$ cat src/rtl/eth_tx_rr_arbiter_pkg.sv
`default_nettype none
// ============================================================================
// Module      : eth_tx_rr_arbiter_pkg
// Description : Shared definitions for the 10G TX round-robin arbiter.
//               These are the arbiter FSM state encodings, the MAC AXI-Stream
//               bus widths and the maximum frame length.
// Revision    : 1.0 - initial release
// ============================================================================
package eth_tx_rr_arbiter_pkg;

  // MAC user-side AXI-Stream geometry
  localparam int C_DATA_W = 64;
  localparam int C_KEEP_W = 8;

  // Largest jumbo frame accepted before truncation, in bytes and in beats
  localparam int C_MAX_PKT_BYTES  = 9600;
  localparam int C_MAX_BEATS_DFLT = C_MAX_PKT_BYTES / C_KEEP_W;

  // Arbiter FSM state encoding
  typedef enum logic [1:0] {
    ST_IDLE = 2'd0,
    ST_XFER = 2'd1,
    ST_DROP = 2'd2
  } arb_state_e;

endpackage : eth_tx_rr_arbiter_pkg
`default_nettype wire

$ cat src/rtl/eth_tx_rr_arbiter_if.sv
`default_nettype none
// ============================================================================
// Module      : eth_tx_rr_arbiter_if
// Description : Stream bundle around the TX arbiter. It holds the
//               P_SRC_NUM source streams (s_axis_*, flattened per source)
//               and the single MAC-facing stream (m_axis_*).
//   s_axis_tvalid/tlast/tuser [P_SRC_NUM]  per-source handshake/sideband
//   s_axis_tdata  [64*P_SRC_NUM]           source k at [64k+63:64k]
//   s_axis_tkeep  [8*P_SRC_NUM]            source k at [8k+7:8k]
//   s_axis_tready [P_SRC_NUM]              per-source ready
//   m_axis_*                               to/from MAC tx_axis_*
// Modports    : slave  - arbiter view (consumes sources, drives MAC)
//               master - environment view (drives sources, acts as MAC)
// Revision    : 1.0 - initial release
// ============================================================================
interface eth_tx_rr_arbiter_if
  import eth_tx_rr_arbiter_pkg::*;
#(
  parameter int P_SRC_NUM = 4
) ();

  logic [P_SRC_NUM-1:0]          s_axis_tvalid;
  logic [C_DATA_W*P_SRC_NUM-1:0] s_axis_tdata;
  logic [C_KEEP_W*P_SRC_NUM-1:0] s_axis_tkeep;
  logic [P_SRC_NUM-1:0]          s_axis_tlast;
  logic [P_SRC_NUM-1:0]          s_axis_tuser;
  logic [P_SRC_NUM-1:0]          s_axis_tready;

  logic                          m_axis_tvalid;
  logic [C_DATA_W-1:0]           m_axis_tdata;
  logic [C_KEEP_W-1:0]           m_axis_tkeep;
  logic                          m_axis_tlast;
  logic                          m_axis_tuser;
  logic                          m_axis_tready;

  modport slave (
    input  s_axis_tvalid, s_axis_tdata, s_axis_tkeep, s_axis_tlast, s_axis_tuser,
    output s_axis_tready,
    output m_axis_tvalid, m_axis_tdata, m_axis_tkeep, m_axis_tlast, m_axis_tuser,
    input  m_axis_tready
  );

  modport master (
    output s_axis_tvalid, s_axis_tdata, s_axis_tkeep, s_axis_tlast, s_axis_tuser,
    input  s_axis_tready,
    input  m_axis_tvalid, m_axis_tdata, m_axis_tkeep, m_axis_tlast, m_axis_tuser,
    output m_axis_tready
  );

endinterface : eth_tx_rr_arbiter_if
`default_nettype wire

$ cat src/rtl/eth_tx_rr_arbiter_rr_pick.sv
`default_nettype none
// ============================================================================
// Module      : eth_tx_rr_arbiter_rr_pick
// Description : Combinational rotate-priority picker. It returns the first
//               set request at or above ptr_i, wrapping past P_N-1 to 0.
//   req_i [P_N]      request vector
//   ptr_i [P_PTR_W]  highest-priority index, must be < P_N
//   gnt_o [P_N]      one-hot grant, zero when no request
//   any_o            at least one request present
// Revision    : 1.0 - initial release
// ============================================================================
module eth_tx_rr_arbiter_rr_pick #(
  parameter int P_N     = 4,
  parameter int P_PTR_W = 2
) (
  input  logic [P_N-1:0]     req_i,
  input  logic [P_PTR_W-1:0] ptr_i,
  output logic [P_N-1:0]     gnt_o,
  output logic               any_o
);

  logic [2*P_N-1:0] w_req_dbl;
  logic [P_N-1:0]   w_req_rot;
  logic [P_N-1:0]   w_gnt_rot;
  logic [2*P_N-1:0] w_gnt_dbl;

  // Rotate the requests so that index ptr_i lands at bit 0. A fixed
  // lowest-bit-wins priority then applies, and the result is rotated back.
  assign w_req_dbl = {req_i, req_i};
  assign w_req_rot = P_N'(w_req_dbl >> ptr_i);

  // x & -x isolates the lowest set bit
  assign w_gnt_rot = w_req_rot & (~w_req_rot + 1'b1);

  assign w_gnt_dbl = {w_gnt_rot, w_gnt_rot};
  assign gnt_o     = P_N'((w_gnt_dbl << ptr_i) >> P_N);
  assign any_o     = |req_i;

endmodule : eth_tx_rr_arbiter_rr_pick
`default_nettype wire

$ cat src/rtl/eth_tx_rr_arbiter.sv
`default_nettype none
// ============================================================================
// Module      : eth_tx_rr_arbiter
// Description : Packet-granular round-robin arbiter. It shares one 10G MAC
//               TX AXI-Stream among P_SRC_NUM sources. New grants are held
//               off while the link is down. Packets longer than P_MAX_BEATS
//               are cut short: the MAC sees tlast+tuser on the last allowed
//               beat, and the rest of the source packet is sunk.
//   i_clk        TX user clock
//   i_rst        synchronous active-high reset
//   i_link_up    link status; 0 blocks new grants only
//   axis         stream bundle (slave modport): sources in, MAC out
//   o_grant      registered one-hot grant, 0 when idle
//   o_busy       transfer or drop in progress
//   o_trunc_cnt  saturating count of truncated packets
// Revision    : 1.0 - initial release
// ============================================================================
module eth_tx_rr_arbiter
  import eth_tx_rr_arbiter_pkg::*;
#(
  parameter int P_SRC_NUM   = 4,
  parameter int P_MAX_BEATS = C_MAX_BEATS_DFLT,
  parameter int P_CNT_W     = 16
) (
  input  logic                 i_clk,
  input  logic                 i_rst,
  input  logic                 i_link_up,
  eth_tx_rr_arbiter_if.slave   axis,
  output logic [P_SRC_NUM-1:0] o_grant,
  output logic                 o_busy,
  output logic [P_CNT_W-1:0]   o_trunc_cnt
);

  localparam int C_IDX_W  = $clog2(P_SRC_NUM);
  localparam int C_BEAT_W = $clog2(P_MAX_BEATS + 1);
  localparam logic [C_BEAT_W-1:0] C_LAST_BEAT = C_BEAT_W'(P_MAX_BEATS - 1);

  arb_state_e           state_q, state_d;
  logic [P_SRC_NUM-1:0] grant_q, grant_d;
  logic [C_IDX_W-1:0]   ptr_q,   ptr_d;
  logic [C_BEAT_W-1:0]  beat_q,  beat_d;
  logic [P_CNT_W-1:0]   trunc_q, trunc_d;

  logic [P_SRC_NUM-1:0] w_pick_gnt;
  logic                 w_pick_any;

  logic                 w_sel_valid;
  logic [C_DATA_W-1:0]  w_sel_data;
  logic [C_KEEP_W-1:0]  w_sel_keep;
  logic                 w_sel_last;
  logic                 w_sel_user;
  logic [C_IDX_W-1:0]   w_ptr_after;

  logic                 w_m_valid;
  logic                 w_m_last;
  logic                 w_m_user;
  logic [P_SRC_NUM-1:0] w_s_ready;
  logic                 w_at_limit;

  eth_tx_rr_arbiter_rr_pick #(
    .P_N     (P_SRC_NUM),
    .P_PTR_W (C_IDX_W)
  ) u_rr_pick (
    .req_i (axis.s_axis_tvalid),
    .ptr_i (ptr_q),
    .gnt_o (w_pick_gnt),
    .any_o (w_pick_any)
  );

  // AND-OR mux of the granted source. It also computes the pointer that
  // follows the granted source, so the next scan starts just after it.
  always_comb begin
    w_sel_valid = 1'b0;
    w_sel_data  = '0;
    w_sel_keep  = '0;
    w_sel_last  = 1'b0;
    w_sel_user  = 1'b0;
    w_ptr_after = '0;
    for (int k = 0; k < P_SRC_NUM; k++) begin
      if (grant_q[k]) begin
        w_sel_valid = axis.s_axis_tvalid[k];
        w_sel_data  = axis.s_axis_tdata[k*C_DATA_W +: C_DATA_W];
        w_sel_keep  = axis.s_axis_tkeep[k*C_KEEP_W +: C_KEEP_W];
        w_sel_last  = axis.s_axis_tlast[k];
        w_sel_user  = axis.s_axis_tuser[k];
        w_ptr_after = (k == P_SRC_NUM - 1) ? '0 : C_IDX_W'(k + 1);
      end
    end
  end

  // The cut is flagged on the last allowed beat as soon as that beat is
  // presented, not only at handshake. This keeps tlast/tuser stable while
  // the MAC stalls.
  assign w_at_limit = (beat_q == C_LAST_BEAT) && !w_sel_last;

  always_comb begin
    state_d   = state_q;
    grant_d   = grant_q;
    ptr_d     = ptr_q;
    beat_d    = beat_q;
    trunc_d   = trunc_q;
    w_m_valid = 1'b0;
    w_m_last  = 1'b0;
    w_m_user  = 1'b0;
    w_s_ready = '0;

    case (state_q)
      ST_IDLE: begin
        if (i_link_up && w_pick_any) begin
          grant_d = w_pick_gnt;
          beat_d  = '0;
          state_d = ST_XFER;
        end
      end

      ST_XFER: begin
        w_m_valid = w_sel_valid;
        w_m_last  = w_sel_last | w_at_limit;
        w_m_user  = w_sel_user | w_at_limit;
        w_s_ready = grant_q & {P_SRC_NUM{axis.m_axis_tready}};
        if (w_sel_valid && axis.m_axis_tready) begin
          beat_d = beat_q + 1'b1;
          if (w_sel_last) begin
            state_d = ST_IDLE;
            grant_d = '0;
            ptr_d   = w_ptr_after;
          end else if (w_at_limit) begin
            state_d = ST_DROP;
            if (trunc_q != '1) begin
              trunc_d = trunc_q + 1'b1;
            end
          end
        end
      end

      ST_DROP: begin
        // Sink the remainder of the runaway packet; MAC sees nothing
        w_s_ready = grant_q;
        if (w_sel_valid && w_sel_last) begin
          state_d = ST_IDLE;
          grant_d = '0;
          ptr_d   = w_ptr_after;
        end
      end

      default: begin
        state_d = ST_IDLE;
        grant_d = '0;
      end
    endcase
  end

  always_ff @(posedge i_clk) begin
    if (i_rst) begin
      state_q <= ST_IDLE;
      grant_q <= '0;
      ptr_q   <= '0;
      beat_q  <= '0;
      trunc_q <= '0;
    end else begin
      state_q <= state_d;
      grant_q <= grant_d;
      ptr_q   <= ptr_d;
      beat_q  <= beat_d;
      trunc_q <= trunc_d;
    end
  end

  assign axis.s_axis_tready = w_s_ready;
  assign axis.m_axis_tvalid = w_m_valid;
  assign axis.m_axis_tdata  = w_sel_data;
  assign axis.m_axis_tkeep  = w_sel_keep;
  assign axis.m_axis_tlast  = w_m_last;
  assign axis.m_axis_tuser  = w_m_user;

  assign o_grant     = grant_q;
  assign o_busy      = (state_q != ST_IDLE);
  assign o_trunc_cnt = trunc_q;

  a_grant_onehot0 : assert property (@(posedge i_clk) disable iff (i_rst)
    $onehot0(grant_q));

  a_m_stable : assert property (@(posedge i_clk) disable iff (i_rst)
    (axis.m_axis_tvalid && !axis.m_axis_tready) |=>
      (axis.m_axis_tvalid && $stable(axis.m_axis_tdata) && $stable(axis.m_axis_tkeep) &&
       $stable(axis.m_axis_tlast) && $stable(axis.m_axis_tuser)));

endmodule : eth_tx_rr_arbiter
`default_nettype wire
$ cat src/flat_wrapper.sv
// flat-port wrapper written by rule: the top's interface ports become plain ports
module eth_tx_rr_arbiter_flat import eth_tx_rr_arbiter_pkg::*;
#(
  parameter int P_SRC_NUM   = 4,
  parameter int P_MAX_BEATS = C_MAX_BEATS_DFLT,
  parameter int P_CNT_W     = 16
)
  (i_clk, i_rst, i_link_up, o_grant, o_busy, o_trunc_cnt, axis_s_axis_tvalid, axis_s_axis_tdata, axis_s_axis_tkeep, axis_s_axis_tlast, axis_s_axis_tuser, axis_s_axis_tready, axis_m_axis_tvalid, axis_m_axis_tdata, axis_m_axis_tkeep, axis_m_axis_tlast, axis_m_axis_tuser, axis_m_axis_tready);
  eth_tx_rr_arbiter_if #(.P_SRC_NUM(P_SRC_NUM)) axis_i ();
  input  logic i_clk;
  input  logic i_rst;
  input  logic i_link_up;
  output logic [P_SRC_NUM-1:0] o_grant;
  output logic o_busy;
  output logic [P_CNT_W-1:0] o_trunc_cnt;
  input wire logic [$bits(axis_i.s_axis_tvalid)-1:0] axis_s_axis_tvalid;
  input wire logic [$bits(axis_i.s_axis_tdata)-1:0] axis_s_axis_tdata;
  input wire logic [$bits(axis_i.s_axis_tkeep)-1:0] axis_s_axis_tkeep;
  input wire logic [$bits(axis_i.s_axis_tlast)-1:0] axis_s_axis_tlast;
  input wire logic [$bits(axis_i.s_axis_tuser)-1:0] axis_s_axis_tuser;
  output wire logic [$bits(axis_i.s_axis_tready)-1:0] axis_s_axis_tready;
  output wire logic [$bits(axis_i.m_axis_tvalid)-1:0] axis_m_axis_tvalid;
  output wire logic [$bits(axis_i.m_axis_tdata)-1:0] axis_m_axis_tdata;
  output wire logic [$bits(axis_i.m_axis_tkeep)-1:0] axis_m_axis_tkeep;
  output wire logic [$bits(axis_i.m_axis_tlast)-1:0] axis_m_axis_tlast;
  output wire logic [$bits(axis_i.m_axis_tuser)-1:0] axis_m_axis_tuser;
  input wire logic [$bits(axis_i.m_axis_tready)-1:0] axis_m_axis_tready;
  assign axis_i.s_axis_tvalid = axis_s_axis_tvalid;
  assign axis_i.s_axis_tdata = axis_s_axis_tdata;
  assign axis_i.s_axis_tkeep = axis_s_axis_tkeep;
  assign axis_i.s_axis_tlast = axis_s_axis_tlast;
  assign axis_i.s_axis_tuser = axis_s_axis_tuser;
  assign axis_s_axis_tready = axis_i.s_axis_tready;
  assign axis_m_axis_tvalid = axis_i.m_axis_tvalid;
  assign axis_m_axis_tdata = axis_i.m_axis_tdata;
  assign axis_m_axis_tkeep = axis_i.m_axis_tkeep;
  assign axis_m_axis_tlast = axis_i.m_axis_tlast;
  assign axis_m_axis_tuser = axis_i.m_axis_tuser;
  assign axis_i.m_axis_tready = axis_m_axis_tready;
  eth_tx_rr_arbiter #(.P_SRC_NUM(P_SRC_NUM), .P_MAX_BEATS(P_MAX_BEATS), .P_CNT_W(P_CNT_W)) u_core (.i_clk(i_clk), .i_rst(i_rst), .i_link_up(i_link_up), .axis(axis_i), .o_grant(o_grant), .o_busy(o_busy), .o_trunc_cnt(o_trunc_cnt));
endmodule
$ cat config.mk
export PLATFORM = sky130hd
export DESIGN_NAME = eth_tx_rr_arbiter_flat
export DESIGN_NICKNAME = d
export VERILOG_FILES = /design/src/rtl/eth_tx_rr_arbiter_pkg.sv /design/src/rtl/eth_tx_rr_arbiter_if.sv /design/src/rtl/eth_tx_rr_arbiter_rr_pick.sv /design/src/rtl/eth_tx_rr_arbiter.sv /design/src/flat_wrapper.sv
export SDC_FILE = /design/constraint.sdc
export NUM_CORES = 1
export LEC_CHECK = 0
export ABC_AREA = 0
export ABC_CLOCK_PERIOD_IN_PS = 6150
export BUFFER_PORTS_ARGS = -buffer_cell sky130_fd_sc_hd__buf_4
export CAP_MARGIN = 15
export CORE_AREA = 2 2 159 161
export DETAILED_ROUTE_END_ITERATION = 8
export DIE_AREA = 0 0 161 163
export PLACE_DENSITY = 0.47
export SYNTH_ARGS = -nofsm -noshare
export SYNTH_HDL_FRONTEND = slang
export SYNTH_SLANG_ARGS = --single-unit
$ cat constraint.sdc
create_clock -name i_clk -period 6.15 [get_ports i_clk]
set_input_delay 0.9225 -clock i_clk [delete_from_list [all_inputs] [get_ports i_clk]]
set_output_delay 0.9225 -clock i_clk [all_outputs]
set_load 0.05 [all_outputs]
==> results.yml, run 1 <==
status:
  outcome: "completed"
floorplan:
  dieArea_sq_um: 26240
  die_x_um: 161
  rows: 58
  num_io_pins: 404
  die_h_um: 163
  coreArea_sq_um: 24670
  start_util_pct: 16.09
clock_network:
  clk_pin_slew_worst_paths_ns: 0.06
  cts_setup_buffers: 0
  cts_tree: "done"
  clock_sinks: 35
  clk_path_buf_depth: 2
  cts-root-buf: "clkbuf_16"
  ctsHoldBuffers: 0
  cts_buffers: 5
  worstSkewPairLatency_ns: 0.29
  htreeDepth: 2
  ctsResizeCount: 0
drt:
  drt_wl_total_um: 23790
  drc: 0
  wire_per_inst_um: 17.53
  drt_iter0_drc: 455
  vias_per_cell: 4.514
  vias: 6126
  first_pass_iters: 5
  antenna_left: 0
finish:
  layout.nets: 1332
  n_fill_cell: 2811
  final_core_util_pct: 30.08
  synthToLayoutAreaGrowth_pct: 86.92
  drive_above_1_share_pct: 41.11
timing:
  rsz0062_at_grt: "no"
  relSlewSlack_pct: 33.89
  setup_tns_ns: 0
  worst_pin_slew_ns: 0.9916
  max_freq_mhz: 261.8
  setup_viol_count_final: 0
  timing.final.crit_share_pct: 62.12
  hold_viol_final: 0
  period_minus_slack_ns: 3.820
  slew_violations: 0
  skew_ns: 0.007369
logic_synthesis:
  ys_types: 44
  yosysMostFrequentCell: "a21oi_1"
  ys_top_cells_by_count: "a21oi_1, nor2_1, o21ai_0"
  syn-instance-count: 666
  synth_flop_cell: "dfxtp_1"
  synth_fp_nets: 975
  seq_area_frac_synth_pct: 17.65
  synth_top_cell_by_area: "dfxtp_1"
  ys_seq_elements: 35
  syn_avg_cell_area_sq_um: 5.961
  synth_top_area_share_pct: 17.65
  synth_area_sq_um: 3970
  synthArstFlopShare_pct: 0
  synth_area_leaders: "dfxtp_1, a22oi_1, a21oi_1"
  synth_edf_count: 0
  yosysWarnings: 0
hold_path:
  hp-class: "register to register"
  hold_path_end: "u_core.beat_q[1]"
  hold_depth: 2
  hp-start: "u_core.beat_q[1]"
placement:
  place_congestion: 0.8075
  dp_hpwl_um: 18750
  portBuffers: 403
setup_path:
  crit_buf_inv: 2
  path_cells: "nor2b_4, buf_4, a22oi_1, nor2_1, a21oi_1, o21ai_0, buf_4"
  worstRegToRegCells: 6
  timing.rr.start: "u_core.o_grant[1]"
  rrSetupSlack_ns: 2.99
  worstSetupEndpointType: "output port"
  cp_max_fo: 82
  cpPeakStageDelay_ns: 0.67
  cp_data_arrival_time_ns: 2.90
  critPathSlowestCell: "nor2b_4"
  crit_path_start_kind: "register"
  critPathKind: "register to output port"
  critPathMostFrequentCell: "buf_4"
  rr_endpoint: "u_core.o_trunc_cnt[6]"
  crit_family: "simple AND/OR/NAND/NOR gates"
  required_ns: 5.23
global_routing:
  grt_pass1_vias: 5739
  grt_usage_pct: 16.64
  grt_pass1_wl_um: 34430
  antenna_found_initial: 3
  grt_start_max_net_pins: 85
  grt_overflow_total: 0
flow_run:
  cap_violations: 0
pwr:
  ir_worst_vdd_uv: 125.2
  power_density_nw_per_um2: 200.0
  p_leak_nw: 3.293
report_power, final:
group	switching (W)	internal [W]	total [W]
clock	0.000105	0.000233	0.000338
combinational	0.000556	0.000325	0.000882
sequential	0.0000334	0.000231	0.000265
total	0.000695	0.000790	0.00148
flip-flops by register name (all words and copies together), names as in the netlist:
signal,cells
u_core.o_trunc_cnt,16
u_core.beat_q,11
u_core.o_grant,4
u_core.ptr_q,2
u_core.state_q,2
cell families after synthesis:
logic type / count (synthesis) / synth area share, %
AOI/OAI and AO/OA: 285 / 41.92
buffers and inverters: 67 / 6.807
DFF: 35 / 17.65
and+or+nand+nor: 265 / 30.00
adders and majority gates: 5 / 1.576
xor gates and xnor gates: 7 / 1.544
muxes: 2 / 0.5043
final cells by class:
| type | count | area, sq um | area share, % |
|---|---|---|---|
| diodes | 3 | 7.507 | 0.1012 |
| clock inverters | 2 | 60.06 | 0.8093 |
| repair buffers | 407 | 3055 | 41.17 |
| well taps | 330 | 412.9 | 5.564 |
| inverters | 10 | 37.54 | 0.5058 |
| multi-input cells | 564 | 3007 | 40.52 |
| flip-flops and latches | 35 | 711.9 | 9.594 |
| clock buffers | 6 | 128.9 | 1.737 |
cells in the final DEF, fill, tap and decap left out, drive strengths merged, types with 2 or more instances in the layout:
cell	n
nand3b	4
o211ai	2
a21oi	103
and2	5
or3	17
ha	5
nor3	5
o22ai	2
buf	407
nand3	21
mux2i	2
clkbuf	6
nor2b	5
xor2	6
nand4	4
or4	2
a211o	2
dfxtp	35
o21ai	91
nand2	85
bufinv	2
inv	10
diode	3
nand2b	3
nor2	97
and3	7
a211oi	3
or2	2
o31ai	5
a22oi	72
nor3b	4
routing by layer:
layer / wire, um / GRT usage (%)
met4: 201 / 2.516
met2: 11850 / 29.09
met3: 1525 / 2.801
met1: 10220 / 21.89
met5: 0 / 0
metrics by stage:
step | setup slack (ns) | area [sq um] | hold slack [ns] | cells | total power, W
3_3_place_gp | 2.621 | 7224 | 0.4604 | 1346 | 0.001154
6_report | 2.330 | 7421 | 0.4680 | 1357 | 0.001484
3_5_place_dp | 2.573 | 7224 | 0.4622 | 1346 | 0.001155
5_1_grt | 2.098 | 7418 | 0.4937 | 1356 | 0.001566
2_1_floorplan | 2.448 | 3970 | 0.4443 | 666 | 0.0007886
4_1_cts | 2.244 | 7413 | 0.4711 | 1354 | 0.001500
worst min-delay path, cell delays in order, from the launching register on:
cell	delay, ns
dfxtp_1	0.32
nand2_1	0.06
a21oi_1	0.05
worst max-delay path by stage:
stage | start | to | slack, ns | depth (start not counted)
floorplan | u_core.o_grant[0] | axis_m_axis_tdata[20] | 2.45 | 7
global placement | u_core.o_grant[1] | axis_m_axis_tdata[45] | 2.62 | 7
detailed placement | u_core.o_grant[1] | axis_m_axis_tkeep[3] | 2.57 | 7
CTS | u_core.o_grant[1] | axis_m_axis_tdata[45] | 2.24 | 7
global route | u_core.o_grant[1] | axis_m_axis_tkeep[3] | 2.10 | 7
finish | u_core.o_grant[1] | axis_m_axis_tkeep[3] | 2.33 | 7
Power figures use the tool's default switching activity.
==> run 2, diff against run 1 <==
- ABC_CLOCK_PERIOD_IN_PS: 6150 -> 3800
- CORE_AREA: 2 2 159 161 -> 2 2 156 158
- DIE_AREA: 0 0 161 163 -> 0 0 158 160
- PLACE_DENSITY: 0.47 -> 0.48
- clock period: 6.15 -> 3.8 ns (I/O delays scaled with it)
==> run 2 against run 1 <==
Worst setup slack worse by 1.5 ns. Hold slack better by 0.0084 ns. Critical path depth unchanged. Sequential power up 46%. Largest cell class unchanged.
==> results.yml, run 2 (synthesis results as in run 1) <==
setup_path:
  worstSetupEndpointType: "output port"
  required_ns: 3.23
  crit_start: "u_core.o_grant[0]"
  cp_data_arrival_time_ns: 2.43
  rr_endpoint: "u_core.o_trunc_cnt[6]"
  critPathMostFrequentCell: "buf_4"
  crit_buf_inv: 2
  critPathKind: "register to output port"
  path_cells: "nor2b_4, buf_4, a22oi_1, nor2_1, a21oi_1, o21ai_0, buf_4"
  worstRegToRegCells: 7
  crit_path_start_kind: "register"
  crit_family: "compound AO/OA/AOI/OAI gates"
  critPathSlowestCell: "o21ai_0"
  cp_max_fo: 11
  cpPeakStageDelay_ns: 0.52
  rrSetupSlack_ns: 1.11
  timing.rr.start: "u_core.o_grant[1]"
floorplan:
  die_x_um: 158
  die_h_um: 160
  coreArea_sq_um: 23820
  num_io_pins: 404
  rows: 57
  start_util_pct: 16.67
  dieArea_sq_um: 25280
timing:
  relSlewSlack_pct: 41.48
  slew_violations: 0
  max_freq_mhz: 333.1
  setup_viol_count_final: 0
  timing.final.crit_share_pct: 79.01
  setup_tns_ns: 0
  period_minus_slack_ns: 3.002
  rsz0062_at_grt: "no"
  worst_pin_slew_ns: 0.8778
  skew_ns: 0.006327
  hold_viol_final: 0
placement:
  place_congestion: 0.8183
  post_dp_cell_area_sq_um: 7259
  dp_hpwl_um: 18280
  portBuffers: 403
global_routing:
  grt_start_max_net_pins: 89
  grt_pass1_wl_um: 32970
  antenna_found_initial: 3
  grt_overflow_total: 0
  grt_use_met3_pct: 3.284
  grt_pass1_vias: 5770
  met2_usage_pct: 30.02
  busiest_layer: "met2"
  grt_usage_pct: 16.52
  met1_usage_pct: 20.66
clock_network:
  cts_buffers: 5
  cts_tree: "done"
  cts-root-buf: "clkbuf_16"
  clk_path_buf_depth: 2
  htreeDepth: 2
  worstSkewPairLatency_ns: 0.28
  clock_sinks: 35
  clk_pin_slew_worst_paths_ns: 0.06
  ctsResizeCount: 0
  cts_setup_buffers: 0
  ctsHoldBuffers: 0
hold_path:
  hold_path_end: "u_core.beat_q[1]"
  hold_depth: 2
  hp-start: "u_core.beat_q[1]"
  hp-class: "register to register"
drt:
  vias_per_cell: 4.564
  antenna_left: 0
  vias: 6189
  drt_wl_total_um: 22740
  first_pass_iters: 5
  wire_per_inst_um: 16.77
  drt_iter0_drc: 375
  drc: 0
flow_run:
  cap_violations: 0
finish:
  layout_common_cells: "buf_4, a21oi_1, nor2_1"
  drive_above_1_share_pct: 41.55
  layout.nets: 1338
  synthToLayoutAreaGrowth_pct: 87.24
  n_fill_cell: 2723
  final_common_cell: "buf_4"
  final_area_sq_um: 7433
  largest_reg_flops: 16
status:
  outcome: "completed"
pwr:
  power_density_nw_per_um2: 312.2
  p_total_w: 0.002321
  p_leak_nw: 3.319
  ir_worst_vdd_uv: 178.9
run 2: cell count changes in the layout (fill, tap and decap cells not counted):
cell / previous run / this run
buf_4: 407 / 413
bufinv_16: 2 / 0
clkbuf_1: 1 / 0
clkbuf_16: 5 / 6
clkbuf_8: 0 / 1
clkinv_2: 0 / 1
dfxtp_2: 0 / 1
dfxtp_4: 3 / 2
diode_2: 3 / 2
run 2: per-layer routing:
metal	up-vias	routed length, um
li1	3144	-
met1	2790	9669
met2	246	11300
met3	9	1648
met4	0	126
met5	-	0
run 2: worst max path at each step:
stage / to / slack [ns] / cells past startpoint
5_1_grt: axis_m_axis_tdata[52] / 0.75 / 7
6_report: axis_m_axis_tdata[46] / 0.80 / 7
2_1_floorplan: axis_m_axis_tdata[20] / 0.45 / 7
3_3_place_gp: u_core.o_trunc_cnt[6] / 1.07 / 7
4_1_cts: axis_m_axis_tdata[46] / 0.88 / 7
3_5_place_dp: u_core.o_trunc_cnt[6] / 1.07 / 7
run 2: report_power, final:
part	switching, W	total, W	internal, W	leakage [nW]
logic	0.000947	0.00148	0.000534	2.95
clock network	0.000154	0.000453	0.000299	0.0851
registers	0.0000122	0.000387	0.000375	0.284
total	0.00111	0.00232	0.00121	3.32
run 2: area by class of cell:
type                    count  area [sq um]  share of cell area, %
diodes                      2         5.005                0.06733
multi-input cells         564          3007                  40.45
inverters                  10         37.54                 0.5050
clock inverters             1         5.005                0.06733
flip-flops and latches     35         709.4                  9.544
clock buffers               7         163.9                  2.205
repair buffers            413          3100                  41.71
well taps                 324         405.4                  5.454
run 2: tightest hold or removal path, delay by kind of cell (launching register included):
kind             cells  cell delay [ns]
flip-flops           1             0.32
AND/OR/NAND/NOR      1             0.06
AO/OA/AOI/OAI        1             0.05
run 2: stage by stage:
stage	cells	setup WS, ns	hold WS, ns	util [%]
2_1_floorplan	666	0.4510	0.4443	-
3_3_place_gp	1346	1.068	0.4608	30.48
3_5_place_dp	1346	1.066	0.4659	30.48
4_1_cts	1354	0.8829	0.4742	31.19
5_1_grt	1356	0.7536	0.5080	31.21
6_report	1356	0.7976	0.4764	31.21
